## config.mk

```make
export PLATFORM = sky130hd
export DESIGN_NAME = simd_div
export DESIGN_NICKNAME = d
export VERILOG_FILES = /design/src/rtl/ara_pkg.sv /design/src/rtl/simd_div_step.sv /design/src/rtl/simd_div.sv
export SDC_FILE = /design/constraint.sdc
export NUM_CORES = 1
export LEC_CHECK = 0
export ABC_AREA = 1
export CORE_AREA = 2 2 254 256
export CTS_BUF_LIST = sky130_fd_sc_hd__clkbuf_16
export CTS_CLUSTER_SIZE = 30
export DETAILED_ROUTE_END_ITERATION = 8
export DIE_AREA = 0 0 256 258
export PLACE_DENSITY = 0.66
export SYNTH_ARGS = -nofsm -noshare
export SYNTH_HDL_FRONTEND = slang
export SYNTH_HIERARCHICAL = 1
export SYNTH_SLANG_ARGS = --single-unit
export TNS_END_PERCENT = 10
```

## constraint.sdc

```tcl
create_clock -name clk_i -period 11.7 [get_ports clk_i]
set_input_delay 3.51 -clock clk_i [delete_from_list [all_inputs] [get_ports clk_i]]
set_output_delay 3.51 -clock clk_i [all_outputs]
set_load 0.005 [all_outputs]
```

## src/rtl/ara_pkg.sv

```systemverilog
// Shared types, constant tables and segmented-arithmetic helpers for the Ara lane SIMD divider.
package ara_pkg;

    typedef logic [63:0] elen_t;

    typedef enum logic [1:0] {
        EW8  = 2'd0,
        EW16 = 2'd1,
        EW32 = 2'd2,
        EW64 = 2'd3
    } vew_e;

    typedef enum logic [2:0] {
        VDIVU = 3'd0,
        VDIV  = 3'd1,
        VREMU = 3'd2,
        VREM  = 3'd3,
        VMUL  = 3'd4,
        VMULH = 3'd5
    } ara_op_e;

    typedef enum logic [2:0] {
        IDLE,
        PREP,
        DIV,
        FIX,
        DONE
    } simd_div_state_e;

    typedef struct packed {
        logic valid;
        logic is_signed;
        logic sel_quot;
    } div_op_info_t;

    // Element width per vew, plus which bytes open and close an element.
    localparam logic [6:0] ELEM_WIDTH [4] = '{7'd8, 7'd16, 7'd32, 7'd64};
    localparam logic [7:0] FIRST_BYTE [4] = '{8'hFF, 8'h55, 8'h11, 8'h01};
    localparam logic [7:0] LAST_BYTE  [4] = '{8'hFF, 8'hAA, 8'h88, 8'h80};

    function automatic div_op_info_t div_op_info(input ara_op_e op);
        div_op_info_t info;
        info = '0;
        case (op)
            VDIVU:   info = '{valid: 1'b1, is_signed: 1'b0, sel_quot: 1'b1};
            VDIV:    info = '{valid: 1'b1, is_signed: 1'b1, sel_quot: 1'b1};
            VREMU:   info = '{valid: 1'b1, is_signed: 1'b0, sel_quot: 1'b0};
            VREM:    info = '{valid: 1'b1, is_signed: 1'b1, sel_quot: 1'b0};
            default: info = '0;
        endcase
        return info;
    endfunction

    function automatic elen_t byte_expand(input logic [7:0] m);
        elen_t res;
        res = '0;
        for (int i = 0; i < 8; i++) begin
            res[8*i +: 8] = {8{m[i]}};
        end
        return res;
    endfunction

    function automatic elen_t byte_mux(input logic [7:0] sel, input elen_t x, input elen_t y);
        elen_t e;
        e = byte_expand(sel);
        return (e & x) | (~e & y);
    endfunction

    // Two's complement negate with the carry chain restarted at every element.
    function automatic elen_t seg_neg(input elen_t x, input logic [7:0] first);
        elen_t      res;
        logic [8:0] sum;
        logic       carry;
        res   = '0;
        carry = 1'b0;
        for (int i = 0; i < 8; i++) begin
            if (first[i]) carry = 1'b1;
            sum = {1'b0, ~x[8*i +: 8]} + {8'd0, carry};
            res[8*i +: 8] = sum[7:0];
            carry = sum[8];
        end
        return res;
    endfunction

    // AND of per-byte flags over each element, broadcast back to every byte of it.
    function automatic logic [7:0] elem_and(input logic [7:0] f, input logic [7:0] first,
                                            input logic [7:0] last);
        logic [7:0] acc;
        logic [7:0] res;
        logic       run;
        acc = '0;
        res = '0;
        run = 1'b1;
        for (int i = 0; i < 8; i++) begin
            if (first[i]) run = 1'b1;
            run    = run & f[i];
            acc[i] = run;
        end
        run = 1'b0;
        for (int i = 7; i >= 0; i--) begin
            if (last[i]) run = acc[i];
            res[i] = run;
        end
        return res;
    endfunction

endpackage

```

## src/rtl/simd_div_step.sv

```systemverilog
// One restoring division step over a packed 64-bit word; shifts and borrows never
// cross the element boundaries selected by vew.
module simd_div_step
    import ara_pkg::*;
(
    input  vew_e        vew,
    input  logic [63:0] rem,
    input  logic [63:0] dvd,
    input  logic [63:0] dvs,
    output logic [63:0] rem_next,
    output logic [63:0] dvd_next
);

    logic [7:0]  first;
    logic [7:0]  last;
    logic [6:0]  width;
    logic [63:0] lsb_mask;
    logic [63:0] msb_mask;
    logic [63:0] rem_sh;
    logic [63:0] diff;
    logic [63:0] take_w;
    logic [7:0]  no_borrow;
    logic [7:0]  take;
    logic [8:0]  sum;
    logic        carry;
    logic        cur;

    assign first = FIRST_BYTE[vew];
    assign last  = LAST_BYTE[vew];
    assign width = ELEM_WIDTH[vew];

    always_comb begin
        lsb_mask = '0;
        msb_mask = '0;
        for (int i = 0; i < 8; i++) begin
            lsb_mask[8*i]     = first[i];
            msb_mask[8*i + 7] = last[i];
        end
    end

    // Each element's dividend MSB lands on that same element's LSB after the right shift.
    assign rem_sh = ({rem[62:0], 1'b0} & ~lsb_mask) | ((dvd & msb_mask) >> (width - 7'd1));

    always_comb begin
        diff      = '0;
        no_borrow = '0;
        sum       = '0;
        carry     = 1'b0;
        for (int i = 0; i < 8; i++) begin
            if (first[i]) carry = 1'b1;
            sum = {1'b0, rem_sh[8*i +: 8]} + {1'b0, ~dvs[8*i +: 8]} + {8'd0, carry};
            diff[8*i +: 8] = sum[7:0];
            carry          = sum[8];
            no_borrow[i]   = sum[8];
        end
    end

    // The bit shifted out of the element MSB is the hidden W+1'th remainder bit.
    always_comb begin
        take = '0;
        cur  = 1'b0;
        for (int i = 7; i >= 0; i--) begin
            if (last[i]) cur = no_borrow[i] | rem[8*i + 7];
            take[i] = cur;
        end
    end

    assign take_w   = byte_expand(take);
    assign rem_next = (take_w & diff) | (~take_w & rem_sh);
    assign dvd_next = ({dvd[62:0], 1'b0} & ~lsb_mask) | (lsb_mask & take_w);

endmodule

```

## src/rtl/simd_div.sv

```systemverilog
// Iterative SIMD integer divider (vdiv/vdivu/vrem/vremu) on one packed 64-bit word.
// Optional: define SIMD_DIV_ZERO_BYPASS_EN to skip the iterations when every divisor is zero.
module simd_div
    import ara_pkg::*;
#(
    parameter int NumLanes8 = 8
) (
    input  logic                 clk_i,
    input  logic                 rst_i,
    input  logic [63:0]          operand_a_i,
    input  logic [63:0]          operand_b_i,
    input  logic [NumLanes8-1:0] mask_i,
    input  ara_op_e              op_i,
    input  vew_e                 vew_i,
    input  logic                 valid_i,
    output logic                 ready_o,
    output logic [63:0]          result_o,
    output logic [NumLanes8-1:0] mask_o,
    output logic                 valid_o,
    input  logic                 ready_i
);

    simd_div_state_e state_q, state_d;

    logic [63:0]          a_q, b_q, dvd_q, dvs_q, rem_q, result_q;
    logic [NumLanes8-1:0] mask_q;
    logic [7:0]           zero_q, ovf_q, qneg_q, rneg_q;
    ara_op_e              op_q;
    vew_e                 vew_q;
    logic [5:0]           cnt_q;

    div_op_info_t info;
    logic [7:0]   first, last;
    logic [7:0]   fbz, fa, fb, sa_raw, sb_raw;
    logic [7:0]   zero_b, sign_a, sign_b, ovf_b;
    logic [63:0]  abs_a, abs_b, rem_next, dvd_next;
    logic [63:0]  q_fix, r_fix, fix_result;
    logic [6:0]   width_m1;

    assign info     = div_op_info(op_q);
    assign first    = FIRST_BYTE[vew_q];
    assign last     = LAST_BYTE[vew_q];
    assign width_m1 = ELEM_WIDTH[vew_q] - 7'd1;

    // Per-byte raw flags; elem_and folds them into per-element flags.
    always_comb begin
        fbz    = '0;
        fa     = '0;
        fb     = '0;
        sa_raw = '0;
        sb_raw = '0;
        for (int i = 0; i < 8; i++) begin
            fbz[i]    = (b_q[8*i +: 8] == 8'h00);
            fa[i]     = last[i] ? (a_q[8*i +: 8] == 8'h80) : (a_q[8*i +: 8] == 8'h00);
            fb[i]     = (b_q[8*i +: 8] == 8'hFF);
            sa_raw[i] = last[i] ? a_q[8*i + 7] : 1'b1;
            sb_raw[i] = last[i] ? b_q[8*i + 7] : 1'b1;
        end
    end

    assign zero_b = elem_and(fbz, first, last);
    assign sign_a = elem_and(sa_raw, first, last) & {8{info.is_signed}};
    assign sign_b = elem_and(sb_raw, first, last) & {8{info.is_signed}};
    assign ovf_b  = elem_and(fa, first, last) & elem_and(fb, first, last) & {8{info.is_signed}};
    assign abs_a  = byte_mux(sign_a, seg_neg(a_q, first), a_q);
    assign abs_b  = byte_mux(sign_b, seg_neg(b_q, first), b_q);

    simd_div_step u_step (
        .vew      (vew_q),
        .rem      (rem_q),
        .dvd      (dvd_q),
        .dvs      (dvs_q),
        .rem_next (rem_next),
        .dvd_next (dvd_next)
    );

    // Sign fix-up first, then the divide-by-zero and overflow overrides.
    always_comb begin
        q_fix = byte_mux(qneg_q, seg_neg(dvd_q, first), dvd_q);
        q_fix = byte_mux(zero_q, '1, q_fix);
        q_fix = byte_mux(ovf_q, a_q, q_fix);
        r_fix = byte_mux(rneg_q, seg_neg(rem_q, first), rem_q);
        r_fix = byte_mux(zero_q, a_q, r_fix);
        r_fix = byte_mux(ovf_q, '0, r_fix);
        fix_result = '0;
        if (info.valid) fix_result = info.sel_quot ? q_fix : r_fix;
    end

    always_ff @(posedge clk_i) begin
        if (rst_i) state_q <= IDLE;
        else       state_q <= state_d;
    end

    always_comb begin
        state_d = state_q;
        ready_o = 1'b0;
        valid_o = 1'b0;
        case (state_q)
            IDLE: begin
                ready_o = ~rst_i;
                if (valid_i) state_d = PREP;
            end
            PREP: begin
                state_d = DIV;
`ifdef SIMD_DIV_ZERO_BYPASS_EN
                if (&zero_b) state_d = FIX;
`endif
            end
            DIV:  if (cnt_q == 6'd0) state_d = FIX;
            FIX:  state_d = DONE;
            DONE: begin
                valid_o = 1'b1;
                if (ready_i) state_d = IDLE;
            end
            default: state_d = IDLE;
        endcase
    end

    always_ff @(posedge clk_i) begin
        if (rst_i) begin
            result_q <= '0;
            mask_q   <= '0;
        end else begin
            case (state_q)
                IDLE: if (valid_i) begin
                    a_q    <= operand_a_i;
                    b_q    <= operand_b_i;
                    op_q   <= op_i;
                    vew_q  <= vew_i;
                    mask_q <= mask_i;
                end
                PREP: begin
                    dvd_q  <= abs_a;
                    dvs_q  <= abs_b;
                    rem_q  <= '0;
                    zero_q <= zero_b;
                    ovf_q  <= ovf_b;
                    qneg_q <= sign_a ^ sign_b;
                    rneg_q <= sign_a;
                    cnt_q  <= width_m1[5:0];
                end
                DIV: begin
                    rem_q <= rem_next;
                    dvd_q <= dvd_next;
                    cnt_q <= cnt_q - 6'd1;
                end
                FIX:     result_q <= fix_result;
                default: ;
            endcase
        end
    end

    assign result_o = result_q;
    assign mask_o   = mask_q;

endmodule

```

* After elaboration in Yosys (flattened, before gate mapping)
Index checks and enable logic that the tools add are counted.
** Storage, ports and cells
- Register bits after elaboration :: 438
- Input bits :: 145
- Output and inout port bits :: 74
- Logic and storage cells :: 410
** Cells by class
- Add/subtract/negate cells :: 50
- Order comparisons :: 1
- Equality and inequality tests :: 26
- Shift operators :: 1
- Multiplexer cells :: 164
- Bitwise logic cells :: 128
- Reduce and logical (&&, ||, !) cells :: 25
** Operator list (count)
- $and A64 B64 Y64 :: 19
- $or A64 B64 Y64 :: 10
- $not A64 Y64 :: 7
- $not A8 Y8 :: 40
- $pmux W64 S2 :: 2
- $add A8 B1 Y9 :: 28
- $mux W1 :: 145
- $eq A8 B8 Y1 const B :: 16
- $logic_not A8 Y1 :: 16
- $mux W64 :: 2
- $add A8 B8 Y9 :: 8
- $add A9 B1 Y9 :: 8
- $and A57 B64 Y64 :: 1
- $not A57 Y64 :: 1
- $shr A64 B7 Y64 :: 1
- $and A1 B1 Y1 :: 35
- $add A8 B1 Y8 :: 4
- $and A8 B8 Y8 :: 4
- $bmux W8 S2 :: 2
- $mux W8 :: 4
- $pmux W3 S5 :: 1
- $bmux W7 S2 :: 1
- $mux W7 :: 2
- $eq A3 B2 Y1 const B :: 4
- other kinds (18) :: 34

* Logic depth before layout (Yosys ltp)
- Depth after elaboration :: 36
- Depth in mapped cells :: 64
- Depth with buffers taken out :: 63

* By module
Netlist, hierarchy kept.
** By module, submodules not included
- simd_div :: times used 1, cells an instance 2721, area an instance 23637.7 sq um, seq. area each 12401.9 sq um
- simd_div_step :: times used 1, cells an instance 737, area an instance 4605.7 sq um, seq. area each 0.0 sq um

* Worst setup path before layout
OpenSTA, ideal clock, no wires.
- Path kind :: flip-flop to flip-flop
- Start :: register vew_q[0]
- End :: register rem_q[45] (data pin)
- Setup time :: 0.265 ns
- Arrival time :: 10.782 ns
- Required time :: 11.435 ns
- Slack :: 0.653 ns
- Cell stages (with the launch flop) :: 64
- Path buffers :: 2
- Clock period less this slack :: 11.047 ns
- Cells stage by stage :: edfxtp_1 buf_4 nand2_1 nor2_1 or3_1 ha_1 fa_1 o21ai_0 nand4_1 nand3_1 fa_1 inv_1 fa_1 o21ai_2 nand4_1 nand3_1 fa_1 inv_1 (+28 left out) nand3_1 nand3_1 fa_1 inv_1 fa_1 inv_1 nand3_1 nand2_1 nand2_2 nand2_2 inv_2 nand2_2 nand2_2 buf_6 nand2_1 o21ai_0 inv_1 nor2_1
** Between the ends
- Longest elaborated chain between the ends :: 31
- Elaborated cells between the ends (all ways) :: 51
- Classes of those cells :: add/sub (17); shift (1); mux (21); bitwise (12)
** RTL lines
- start, declared :: RTL line simd_div.sv:29 : vew_e vew_q;
- start signal, assigned :: RTL line simd_div.sv:129 : vew_q <= vew_i;
- $not A2 Y3 (implied by the code) (*) :: RTL line simd_div_step.sv:28, simd_div_step.sv:29, simd_div_step.sv:30
- $bmux W7 S2 (tied with other cells) :: RTL line simd_div_step.sv:30 : assign width = ELEM_WIDTH[vew];
- $mux W7 (implied by the code) (tied with other cells) (2 in a row) :: RTL line simd_div_step.sv:30
- $sub A7 B1 Y7 (tied with other cells) :: RTL line simd_div_step.sv:42 : assign rem_sh = ({rem[62:0], 1'b0} & ~lsb_mask) | ((dvd & msb_mask) >> (width - 7'd1));
- $shr A64 B7 Y64 or $and A64 B64 Y64 (tied branches) :: RTL line simd_div_step.sv:42
- $or A64 B64 Y64 :: RTL line simd_div_step.sv:42
- $add A8 B8 Y9 :: RTL line simd_div_step.sv:51 : sum = {1'b0, rem_sh[8*i +: 8]} + {1'b0, ~dvs[8*i +: 8]} + {8'd0, carry};
- $add A9 B1 Y9 :: RTL line simd_div_step.sv:51
- (+13 left out)
- $add A9 B1 Y9 :: RTL line simd_div_step.sv:51
- $or A1 B1 Y1 :: RTL line simd_div_step.sv:63 : if (last[i]) cur = no_borrow[i] | rem[8*i + 7];
- $mux W1 (3 in a row) :: RTL line simd_div_step.sv:63
- $not A64 Y64 :: RTL line simd_div_step.sv:69 : assign rem_next = (take_w & diff) | (~take_w & rem_sh);
- $and A64 B64 Y64 :: RTL line simd_div_step.sv:69
- $or A64 B64 Y64 (*) :: RTL line simd_div_step.sv:69
- via rem_next[45] :: RTL line simd_div.sv:36 : logic [63:0] abs_a, abs_b, rem_next, dvd_next;
- $pmux W64 S2 (*) :: RTL line simd_div.sv:124 : case (state_q)
- end signal, assigned :: RTL line simd_div.sv:143 : rem_q <= rem_next;
- end, declared :: RTL line simd_div.sv:25 : logic [63:0] a_q, b_q, dvd_q, dvs_q, rem_q, result_q;
Mark *: on every way through the listed nets, which the timed path passes. The rest lies on a longest branch. The select of a mux whose other input is x is not followed.
A chain may end at the register's enable or synchronous reset.

* Final worst setup path
- Start :: register vew_q[0]
- End :: register dvd_q[32] (data pin)
** Between the ends
- Longest elaborated chain between the ends :: 31
- Elaborated cells between the ends (all ways) :: 92
- Classes of those cells :: add/sub (22); shift (1); mux (45); bitwise (24)
** RTL lines
- $not A2 Y3 (implied by the code) (*) :: RTL line simd_div_step.sv:28, simd_div_step.sv:29, simd_div_step.sv:30
- $bmux W7 S2 (tied with other cells) :: RTL line simd_div_step.sv:30
- $mux W7 (implied by the code) (tied with other cells) (2 in a row) :: RTL line simd_div_step.sv:30
- $sub A7 B1 Y7 (tied with other cells) :: RTL line simd_div_step.sv:42
- $shr A64 B7 Y64 or $and A64 B64 Y64 (tied branches) :: RTL line simd_div_step.sv:42
- $or A64 B64 Y64 :: RTL line simd_div_step.sv:42
- $add A8 B8 Y9 :: RTL line simd_div_step.sv:51
- $add A9 B1 Y9 :: RTL line simd_div_step.sv:51
- (+12 left out)
- $mux W1 :: RTL line simd_div_step.sv:50 : if (first[i]) carry = 1'b1;
- $add A9 B1 Y9 :: RTL line simd_div_step.sv:51
- $or A1 B1 Y1 :: RTL line simd_div_step.sv:63
- $mux W1 (4 in a row) :: RTL line simd_div_step.sv:63
- $and A57 B64 Y64 :: RTL line simd_div_step.sv:70 : assign dvd_next = ({dvd[62:0], 1'b0} & ~lsb_mask) | (lsb_mask & take_w);
- $or A64 B64 Y64 (*) :: RTL line simd_div_step.sv:70
- via dvd_next[32] :: RTL line simd_div.sv:36
- $pmux W64 S2 (*) :: RTL line simd_div.sv:124
- end signal, assigned :: RTL line simd_div.sv:133 : dvd_q <= abs_a;
- end signal, assigned :: RTL line simd_div.sv:144 : dvd_q <= dvd_next;
- end, declared :: RTL line simd_div.sv:25
Marks and branches as above.

==> impl_metrics.yaml <==
outcome:
  status: "completed"
sta:
  slew_headroom: 0.346
  drv_slew: 0
  post-route-min-period_ns: 11.00
  max_freq_ghz: 0.0909
  final-setup-viol-count: 0
  skew_ns: 0.0233
  worst_slew_pin_slew_ns: 0.981
  period_share: 0.940
  hold_viol: 0
setup_path:
  path_class: "flip-flop to flip-flop"
  critPathMaxStageDelay_ns: 0.45
  crit_family: "adder cells"
  worst_ep_arrival_time_ns: 11.46
  cp-start-kind: "flip-flop"
  crit_top_cell: "fa_1"
  reg2reg_depth: 61
  worst_setup_path_end_kind: "flip-flop"
  r2r_setup_slack_ns: 0.70
  r2r-start: "vew_q[0]"
  cp_max_fo: 16
  critPathBufInv: 11
  slowest_stage: "edfxtp_1"
  reg2reg_to: "dvd_q[32]"
  required_ns: 12.16
drt:
  wire_per_inst_um: 18.1
  first_pass_iters: 5
  drc_errors: 0
  wirelength_um: 81500
  drtIter0Drc: 2398
  detail-route-antenna-nets: 0
  vias: 24400
  routed_via_density: 5.43
synthesis:
  syn_area_per_cell_um2: 8.17
  ys_warn_count: 6
  synth_area_um2: 28200
  syn_inst: 3458
  synth_ff_type: "edfxtp_1"
  synth_edf_count: 363
  async_flop_share: 0
  ys_seq_elements: 438
  synth_cell_type_count: 63
  synth_nets: 3737
  ys_seq_area_frac: 0.439
clock_network:
  cts_buffers: 51
  clk_latency_ns: 0.62
  clockBufferDepth: 3
  clk_pin_slew_ns: 0.06
  cts_sinks: 438
  root_buffer: "clkbuf_16"
  htree_levels: 2
  cts_tree: "yes"
grt:
  grt.total_usage: 0.240
  grt-ovfl-total: 0
  grt_pass1_wl_um: 126000
  antenna_found_initial: 2
  grt_max_degree: 135
  first_global_vias: 22500
die:
  die_y_um: 258
  die_w_um: 256
  start_util: 0.444
  row_count: 93
  io_pins: 219
  fp.dieArea_um2: 66000
  core_area_um2: 63600
hold_path:
  min_from: "result_o[6]"
  min_to: "result_o[6]"
  hp-class: "flip-flop to flip-flop"
  hold_path_depth: 2
power_and_ir_drop:
  finalPower_mw: 5.39
  powerDensity_nw_per_um2: 165
  leakage_nw: 13.3
  peakVddDrop_mv: 0.120
placement:
  dp_cells: 4396
  gp_congestion: 0.923
  port-buffer-count: 218
  post-dp-hpwl_um: 57900
  placed_area_um2: 30900
final_layout:
  finalInstanceArea_um2: 32700
  instances_no_fill: 4503
  mostFrequentLayoutCells: "712 x nand2_1, 450 x inv_1, 363 x edfxtp_1"
  final_common_cell: "nand2_1"
  syn_to_final_growth_pct: 15.7
  fillers: 5999
  fin_nets: 3884
  antennaDiodeCount: 0
  final_layout_size_suffix_gt1_frac: 0.0641
job:
  maxCapViolCount: 0
[worst reg2reg max path: cells and delay by family (launching register included)]
family | cells | cell delay, ns
fa+ha+maj | 16 | 4.64
simple gates | 24 | 3.06
flops | 1 | 0.45
compound gates | 10 | 1.95
buf+inv | 11 | 0.77
[per-layer routing]
layer | wire (µm) | GRT usage | up-vias
met1 | 36600 | 0.338 | 11500
met5 | 11 | 0 | -
met2 | 36700 | 0.382 | 909
met4 | 1930 | 0.0694 | 2
met3 | 6300 | 0.0388 | 120
li1 | - | - | 11900
[sequential cells by signal (all words and copies together), names as in the netlist, 64 cells and up]
signal	count
rem_q	64
a_q	64
b_q	64
dvd_q	64
dvs_q	64
result_o	64
[synth_stat cells (6+ instances only)]
library cell  instances  area (µm²)
fa_1                 15         300
buf_6                 7        78.8
edfxtp_1            363       10900
o311ai_0             12         105
o21ai_0             254        1270
clkbuf_1             76         285
buf_2                11        55.1
nand3b_1              7        52.6
inv_2                19        71.3
o21ai_1              41         205
dfxtp_1              75        1500
a21oi_2               6        52.6
nand3_1             195         976
o22ai_1              40         250
xnor2_1              43         377
nand2_2              22         138
buf_1                10        37.5
a31oi_1              25         156
xor2_1              113         990
nand4_1              35         219
a21oi_1             250        1250
buf_4                58         435
o211ai_1             22         165
o21a_1                6        45.0
nor2_2                6        37.5
or2_2                18         113
nor2_1              278        1040
o32ai_1               7        61.3
nor3_1               67         335
o21ai_2              11        96.3
ha_1                119        1490
nand2_1             715        2680
o31ai_1              28         210
inv_1               440        1650
nor4_1                8        50.1
[per-stage QoR]
stage          setup slack (ns)  hold WS (ns)  setup TNS [ns]  utilization
6_report                  0.700         0.461               0        0.514
5_1_grt                 -0.0193         0.482         -0.0711        0.514
4_1_cts                  0.0100         0.464               0        0.511
3_5_place_dp            -0.0349         0.454          -0.320        0.485
3_3_place_gp              0.248         0.451               0        0.485
2_1_floorplan             0.653         0.458               0            -
[worst max path at each step]
stage / startpoint / end / slack (ns) / cells past startpoint
detailed placement: vew_q[1] / rem_q[47] / -0.03 / 61
finish: vew_q[0] / dvd_q[32] / 0.70 / 61
CTS: vew_q[0] / rem_q[40] / 0.01 / 62
global placement: vew_q[1] / rem_q[40] / 0.25 / 61
global route: vew_q[0] / rem_q[17] / -0.02 / 62
floorplan: vew_q[0] / rem_q[45] / 0.65 / 63
[final cells by class]
type | count | area (µm²) | area share
Clock inverter | 40 | 223 | 0.00681
Inverter | 464 | 1750 | 0.0534
Sequential cell | 438 | 12400 | 0.379
Tap cell | 855 | 1070 | 0.0327
Clock buffer | 56 | 1400 | 0.0429
Multi-Input combinational cell | 2396 | 13400 | 0.409
Timing Repair Buffer | 254 | 2470 | 0.0757
[cell families after synthesis]
logic type	Yosys count	share of synthesized area
AOI/OAI and AO/OA	731	0.147
xor gates and xnor gates	156	0.0484
adders and majority gates	134	0.0634
buffers and inverters	626	0.0933
DFF	438	0.439
and+or+nand+nor	1373	0.209
[where the power goes]
group / internal (mW) / leakage, nW / switching (mW) / total (mW)
logic: 0.589 / 8.50 / 1.05 / 1.64
clock network: 0.880 / 0.845 / 0.673 / 1.55
registers: 1.99 / 3.97 / 0.209 / 2.20
total: 3.46 / 13.3 / 1.93 / 5.39
[timing repair]
action	in CTS	in global routing
setup buffers	1	8
cloned	0	2
hold buffers	0	0
pin swaps	1	13
gates resized for setup	0	26
endpoints found under the setup margin	48	69
(Power assumes the default switching activity.)
